<file path="config.mk">
export PLATFORM = sky130hd
export DESIGN_NAME = shift_seq
export DESIGN_NICKNAME = d
export VERILOG_FILES = /design/src/rtl/shift_seq.sv
export SDC_FILE = /design/constraint.sdc
export NUM_CORES = 1
export LEC_CHECK = 0
export ABC_AREA = 1
export CORE_MARGIN = 5
export CORE_UTILIZATION = 30
export CTS_CLUSTER_DIAMETER = 200
export DETAILED_ROUTE_END_ITERATION = 10
export PLACE_DENSITY = 0.67
export SYNTH_ARGS = -nofsm -noshare
export SYNTH_HDL_FRONTEND = slang
export SYNTH_SLANG_ARGS = --single-unit
</file>
<file path="constraint.sdc">
create_clock -name clk -period 1.6 [get_ports clk]
set_input_delay 0.48 -clock clk [delete_from_list [all_inputs] [get_ports clk]]
set_output_delay 0.48 -clock clk [all_outputs]
set_load 0.005 [all_outputs]
</file>
<file path="src/rtl/shift_seq.sv">
// shift_seq: control stage feeding a cascaded mc10141 shift-register chain.
// Sequences an optional parallel load followed by N single-bit shifts with
// zero / one / arithmetic / rotate fill. It also runs a start/busy/done
// handshake toward the requesting microcode logic.
//
// Chain orientation: q[0] of the first part is the word MSB and q[3] of the
// last part is the word LSB. SHIFTR moves data toward q[0], so new bits enter
// at d3In of the last part. SHIFTL moves data toward q[3], so new bits enter
// at d0In of the first part.
module shift_seq #(
    parameter int CNTW = 6
) (
    input  logic            clk,
    input  logic            rst,
    input  logic            start,
    input  logic            ld,
    input  logic            dir,
    input  logic [1:0]      fill,
    input  logic [CNTW-1:0] count,
    input  logic            qFirst,
    input  logic            qLast,
    output logic [1:0]      mode,
    output logic            d0In,
    output logic            d3In,
    output logic            busy,
    output logic            done,
    output logic [CNTW-1:0] remain
);

    // Sequencer states
    typedef enum logic [1:0] {
        S_IDLE  = 2'd0,
        S_LOAD  = 2'd1,
        S_SHIFT = 2'd2,
        S_DONE  = 2'd3
    } state_t;

    // tMode141 encoding shared by every part of the chain
    typedef enum logic [1:0] {
        M_LOAD   = 2'd0,
        M_SHIFTL = 2'd1,
        M_SHIFTR = 2'd2,
        M_HOLD   = 2'd3
    } mode_t;

    // Fill selector encoding
    typedef enum logic [1:0] {
        F_ZERO  = 2'd0,
        F_ONE   = 2'd1,
        F_ARITH = 2'd2,
        F_ROT   = 2'd3
    } fill_t;

    state_t          r_state;
    state_t          w_stateNext;
    logic [CNTW-1:0] r_remain;
    logic [CNTW-1:0] w_remainNext;
    logic            r_dir;
    logic [1:0]      r_fill;
    logic            w_accept;
    logic            w_fillBit;
    mode_t           w_mode;

    // A request is only taken while idle; busy and done states ignore start
    assign w_accept = (r_state == S_IDLE) && start;

    // State, remaining count and the request parameters latched at acceptance
    always_ff @(posedge clk) begin
        if (rst) begin
            r_state  <= S_IDLE;
            r_remain <= '0;
            r_dir    <= 1'b0;
            r_fill   <= 2'b00;
        end else begin
            r_state  <= w_stateNext;
            r_remain <= w_remainNext;
            if (w_accept) begin
                r_dir  <= dir;
                r_fill <= fill;
            end
        end
    end

    // Next-state and next remaining-count logic
    always_comb begin
        w_stateNext  = r_state;
        w_remainNext = r_remain;
        unique case (r_state)
            S_IDLE: begin
                if (start) begin
                    w_remainNext = count;
                    if (ld) begin
                        w_stateNext = S_LOAD;
                    end else if (count != '0) begin
                        w_stateNext = S_SHIFT;
                    end else begin
                        w_stateNext = S_DONE;
                    end
                end
            end
            S_LOAD: begin
                if (r_remain != '0) begin
                    w_stateNext = S_SHIFT;
                end else begin
                    w_stateNext = S_DONE;
                end
            end
            S_SHIFT: begin
                // remain is never zero here; the guard keeps it from wrapping below zero
                if (r_remain != '0) begin
                    w_remainNext = r_remain - CNTW'(1);
                end
                if (r_remain <= CNTW'(1)) begin
                    w_stateNext = S_DONE;
                end
            end
            S_DONE: begin
                w_stateNext = S_IDLE;
            end
            default: begin
                w_stateNext = S_IDLE;
            end
        endcase
    end

    // Chain mode, handshake outputs decoded from the current state
    always_comb begin
        w_mode = M_HOLD;
        busy   = 1'b0;
        done   = 1'b0;
        unique case (r_state)
            S_IDLE: begin
                w_mode = M_HOLD;
            end
            S_LOAD: begin
                w_mode = M_LOAD;
                busy   = 1'b1;
            end
            S_SHIFT: begin
                w_mode = r_dir ? M_SHIFTL : M_SHIFTR;
                busy   = 1'b1;
            end
            S_DONE: begin
                w_mode = M_HOLD;
                done   = 1'b1;
            end
            default: begin
                w_mode = M_HOLD;
            end
        endcase
    end

    // Serial fill bit from live chain ends so rotate/arithmetic see pre-edge data
    always_comb begin
        w_fillBit = 1'b0;
        unique case (fill_t'(r_fill))
            F_ZERO:  w_fillBit = 1'b0;
            F_ONE:   w_fillBit = 1'b1;
            F_ARITH: w_fillBit = r_dir ? qFirst : 1'b0;
            F_ROT:   w_fillBit = r_dir ? qLast : qFirst;
            default: w_fillBit = 1'b0;
        endcase
    end

    // Route the fill bit to the entering end only while shifting
    always_comb begin
        d0In = 1'b0;
        d3In = 1'b0;
        if (r_state == S_SHIFT) begin
            if (r_dir) begin
                d0In = w_fillBit;
            end else begin
                d3In = w_fillBit;
            end
        end
    end

    assign mode   = w_mode;
    assign remain = r_remain;

endmodule
</file>
==> key figures <==
Outcome
  – Status: complete, but fails checks
  – Failing checks: setup timing

Drt
  – Total Wirelength: 2340 um
  – WL/cell: between 10 and 15 um
  – Via Count: 985
  – Initial DRC Count: 23
  – Via density: between 4 and 5
  – TritonRoute pass-1 iters: 4
  – Antenna Nets Post-Route: 0
  – Drt drc: 0

Worst setup path
  – R2R setup slack: between 100 and 150 ps
  – CP top delay family: flip-flops
  – Launching point of the worst reg2reg path: r_state[1]$_SDFFE_PP0P_
  – Worst setup SP type: flop
  – Worst EP required: between 1000 and 1500 ps
  – RR Endpoint: remain[4]$_SDFFE_PP0P_
  – Register-to-Register Path Depth: 8
  – Worst setup EP type: primary output
  – WP buf/inv: 2
  – Slowest-stage cell, CP: dfxtp_2
  – Worst endpoint data arrival time: around 1200 ps
  – WS Path Type: flop to primary output
  – Worst-path cell chain: buf_6 -> ha_4 -> nand2_4 -> a21oi_2 -> buf_2
  – Max incr delay on CP: between 300 and 400 ps
  – Crit Path Max Fanout: 3

Logic synthesis
  – Largest cells by area after synthesis: dfxtp_1, nand2_1, ha_1
  – Largest area contributor in the netlist: dfxtp_1
  – Area fraction of the dominant cell type after synthesis: 26.8%
  – #FFs+latches synth: 11
  – Cells after Synth: ~130
  – Synth Cell Area: 821 um^2
  – Syn_nets: 151
  – Yosys Warn Count: 0
  – Post-synth cell types: 21
  – Syn avg cell area: 6.41 um^2
  – Post-synthesis sequential area ratio: a little over a quarter

STA
  – Rel. slew slack: a little over four fifths
  – Count of final setup violators: 5
  – RSZ-0062 raised after global routing: true
  – WHS: 569 ps
  – FMAX: ~610 MHz
  – Final Cycle Share: 103%
  – Post-route worst setup slack: -46.5 ps
  – Layout Skew: roughly 8.7 ps
  – Slew Limit Fails: 0
  – Least-Margin Pin Slew: 246 ps
  – Tmin final: 1650 ps
  – Final Hold Fails: 0

Clock tree
  – Reg clk slew, reported paths: roughly 80 ps
  – CTS sink count: 11
  – TritonCTS clock tree: built
  – Longest Clk Path Bufs: 2
  – Skew-Pair Late Insertion Delay: between 200 and 300 ps
  – Root Driver: clkbuf_4
  – Total CTS buffers: 3
  – Hold-fix buffers, CTS: 0
  – H-tree levels: 1

Place
  – Gpl congestion: 0.825
  – Cell Area, Placed: around 1200 um^2
  – IO Port Bufs: 26
  – HPWL after detailed placement: between 1500 and 2000 um

Layout
  – Ant. Diodes: 0
  – Final net count: just over 200
  – Finished Core Util: around 53%
  – Ratio of cells with drive above 1 in the final layout: between 30% and 40%
  – Area grow syn2layout: 73.8%
  – Cell area after layout: between 1000 and 1500 um^2

GRT
  – Vias in the first global route: between 1000 and 1500
  – GRT Total Usage: between 10% and 20%
  – Initial antenna violation count: 0
  – Grt total ovfl: 0
  – Largest net degree at the start of global routing: 13
  – First-pass GRT wire length: approximately 4300 um

Floorplanning
  – Core Area: between 2000 and 3000 um^2
  – DIE HEIGHT: roughly 62 um
  – Chip width: between 60 and 70 um
  – Starting Density: slightly above 30%
  – I/O Pins: 27
  – Rows: 19
  – Die Area: 3880 um^2

Worst hold path
  – Min-Delay Path Depth: 2
  – Worst Hold Class: flop to flop
  – Min-delay src: r_fill[0]$_SDFFE_PP0P_
  – Hold EP: r_fill[0]$_SDFFE_PP0P_

Power
  – Max VDD drop: approximately 1200 uV
  – PwrDens: between 1500 and 2000 nW/um^2
  – Leak: ~0.73 nW

Flow run
  – Max Cap Viol: 0
## per-layer routing
metal / routed length [um] / GRT usage [%] / vias up
met3: 97 / 2.52 / 2
met4: 15 / 4.77 / 0
met2: 1190 / 23.7 / 24
li1: - / - / 515
met1: 1030 / 14.8 / 444
met5: 0 / 0 / -
## worst max-delay path by stage
stage	from	endpoint	slack, ps	cells past startpoint
floorplan	r_state[0]$_SDFFE_PP0P_	mode[0]	80	5
global placement	qFirst	d0In	-640	6
detailed placement	qFirst	d3In	-660	6
CTS	r_state[1]$_SDFFE_PP0P_	mode[0]	-30	5
global route	r_state[1]$_SDFFE_PP0P_	mode[1]	-100	5
finish	r_state[1]$_SDFFE_PP0P_	mode[1]	-50	5
## cell type report
type | instances | area (um^2)
Clock buffer | 4 | 26.3
Fill cell | 289 | 1260
Inverter | 18 | 72.6
Multi-Input combinational cell | 98 | 642
Sequential cell | 11 | 231
Timing Repair Buffer | 48 | 415
Tap cell | 31 | 38.8
## worst reg2reg max path: cells and delay by family, from the launching register on
family / cells / cell delay [ps]
fa+ha+maj: 1 / 180
buf+inv: 3 / 430
compound gates: 2 / 340
flops: 1 / 340
simple gates: 2 / 140
## Yosys cell counts, drive strengths merged
cell,instances
xor2,1
buf,1
inv,18
nand4,5
nand3,5
mux2i,1
o21ai,12
nand2,31
o21bai,1
ha,8
a21oi,10
o21a,1
dfxtp,11
o22ai,1
nor2,22
## report_power, final
part           switching [mW]  internal, mW  leakage, nW
combinational            1.03          1.03        0.623
sequential             0.0786         0.404       0.0937
clock                  0.0978        0.0965       0.0150
## what timing repair did
action / in CTS / in global routing
resized for setup: 57 / 20
gates cloned: 0 / 0
setup buffers: 8 / 3
endpoints found under the setup margin: 11 / 17
pin swaps: 9 / 8
## cell usage in the layout, fill, tap and decap left out, types with 2 or more instances in the layout
cell type        netlist  layout
nor2_1                20      19
dfxtp_1               11       4
nor2_4                 1       2
nand2_4                0       4
dlymetal6s2s_1         0       4
nand2_1               30      27
a21oi_2                0       4
dfxtp_2                0       6
ha_4                   0       4
o21ai_2                0       2
nand4_1                4       4
ha_1                   8       3
a21oi_1               10       6
nand3_1                5       5
buf_2                  0       5
buf_4                  1      19
inv_2                  2       3
inv_4                  0       2
buf_6                  0       4
o21ai_0               11      10
clkbuf_4               0       3
inv_1                 16      13
dlygate4sd2_1          0       2
clkdlybuf4s50_1        0      12
## through the flow
stage / total power, mW / cells / setup WS, ps / TNS (ps)
after floorplan: 1.43 / 128 / 84.6 / 0
after global routing: 3.03 / 210 / -97.5 / -448
after CTS: 2.60 / 208 / -34.1 / -108
after detailed placement: 2.13 / 196 / -661 / -2440
final: 2.73 / 210 / -46.5 / -128
after global placement: 2.12 / 196 / -644 / -2360
## cells by family (layout without fill, tap and decap cells)
logic type               after synthesis  count (layout)  synth area share (%)
flip-flops                            11              11                  26.8
multiplexers                           1               1                  1.22
AO/OA/AOI/OAI                         25              25                  16.2
adder cells (fa/ha/maj)                8               8                  12.2
AND/OR/NAND/NOR                       63              63                  33.4
buffers and inverters                 19              70                  9.15
XOR/XNOR                               1               1                  1.07
## flip-flops by register name, summed over array words and instances, names as in the netlist
name and cells:
r_state 2, r_dir 1, r_fill 2, remain 6
(Power assumes the default switching activity.)
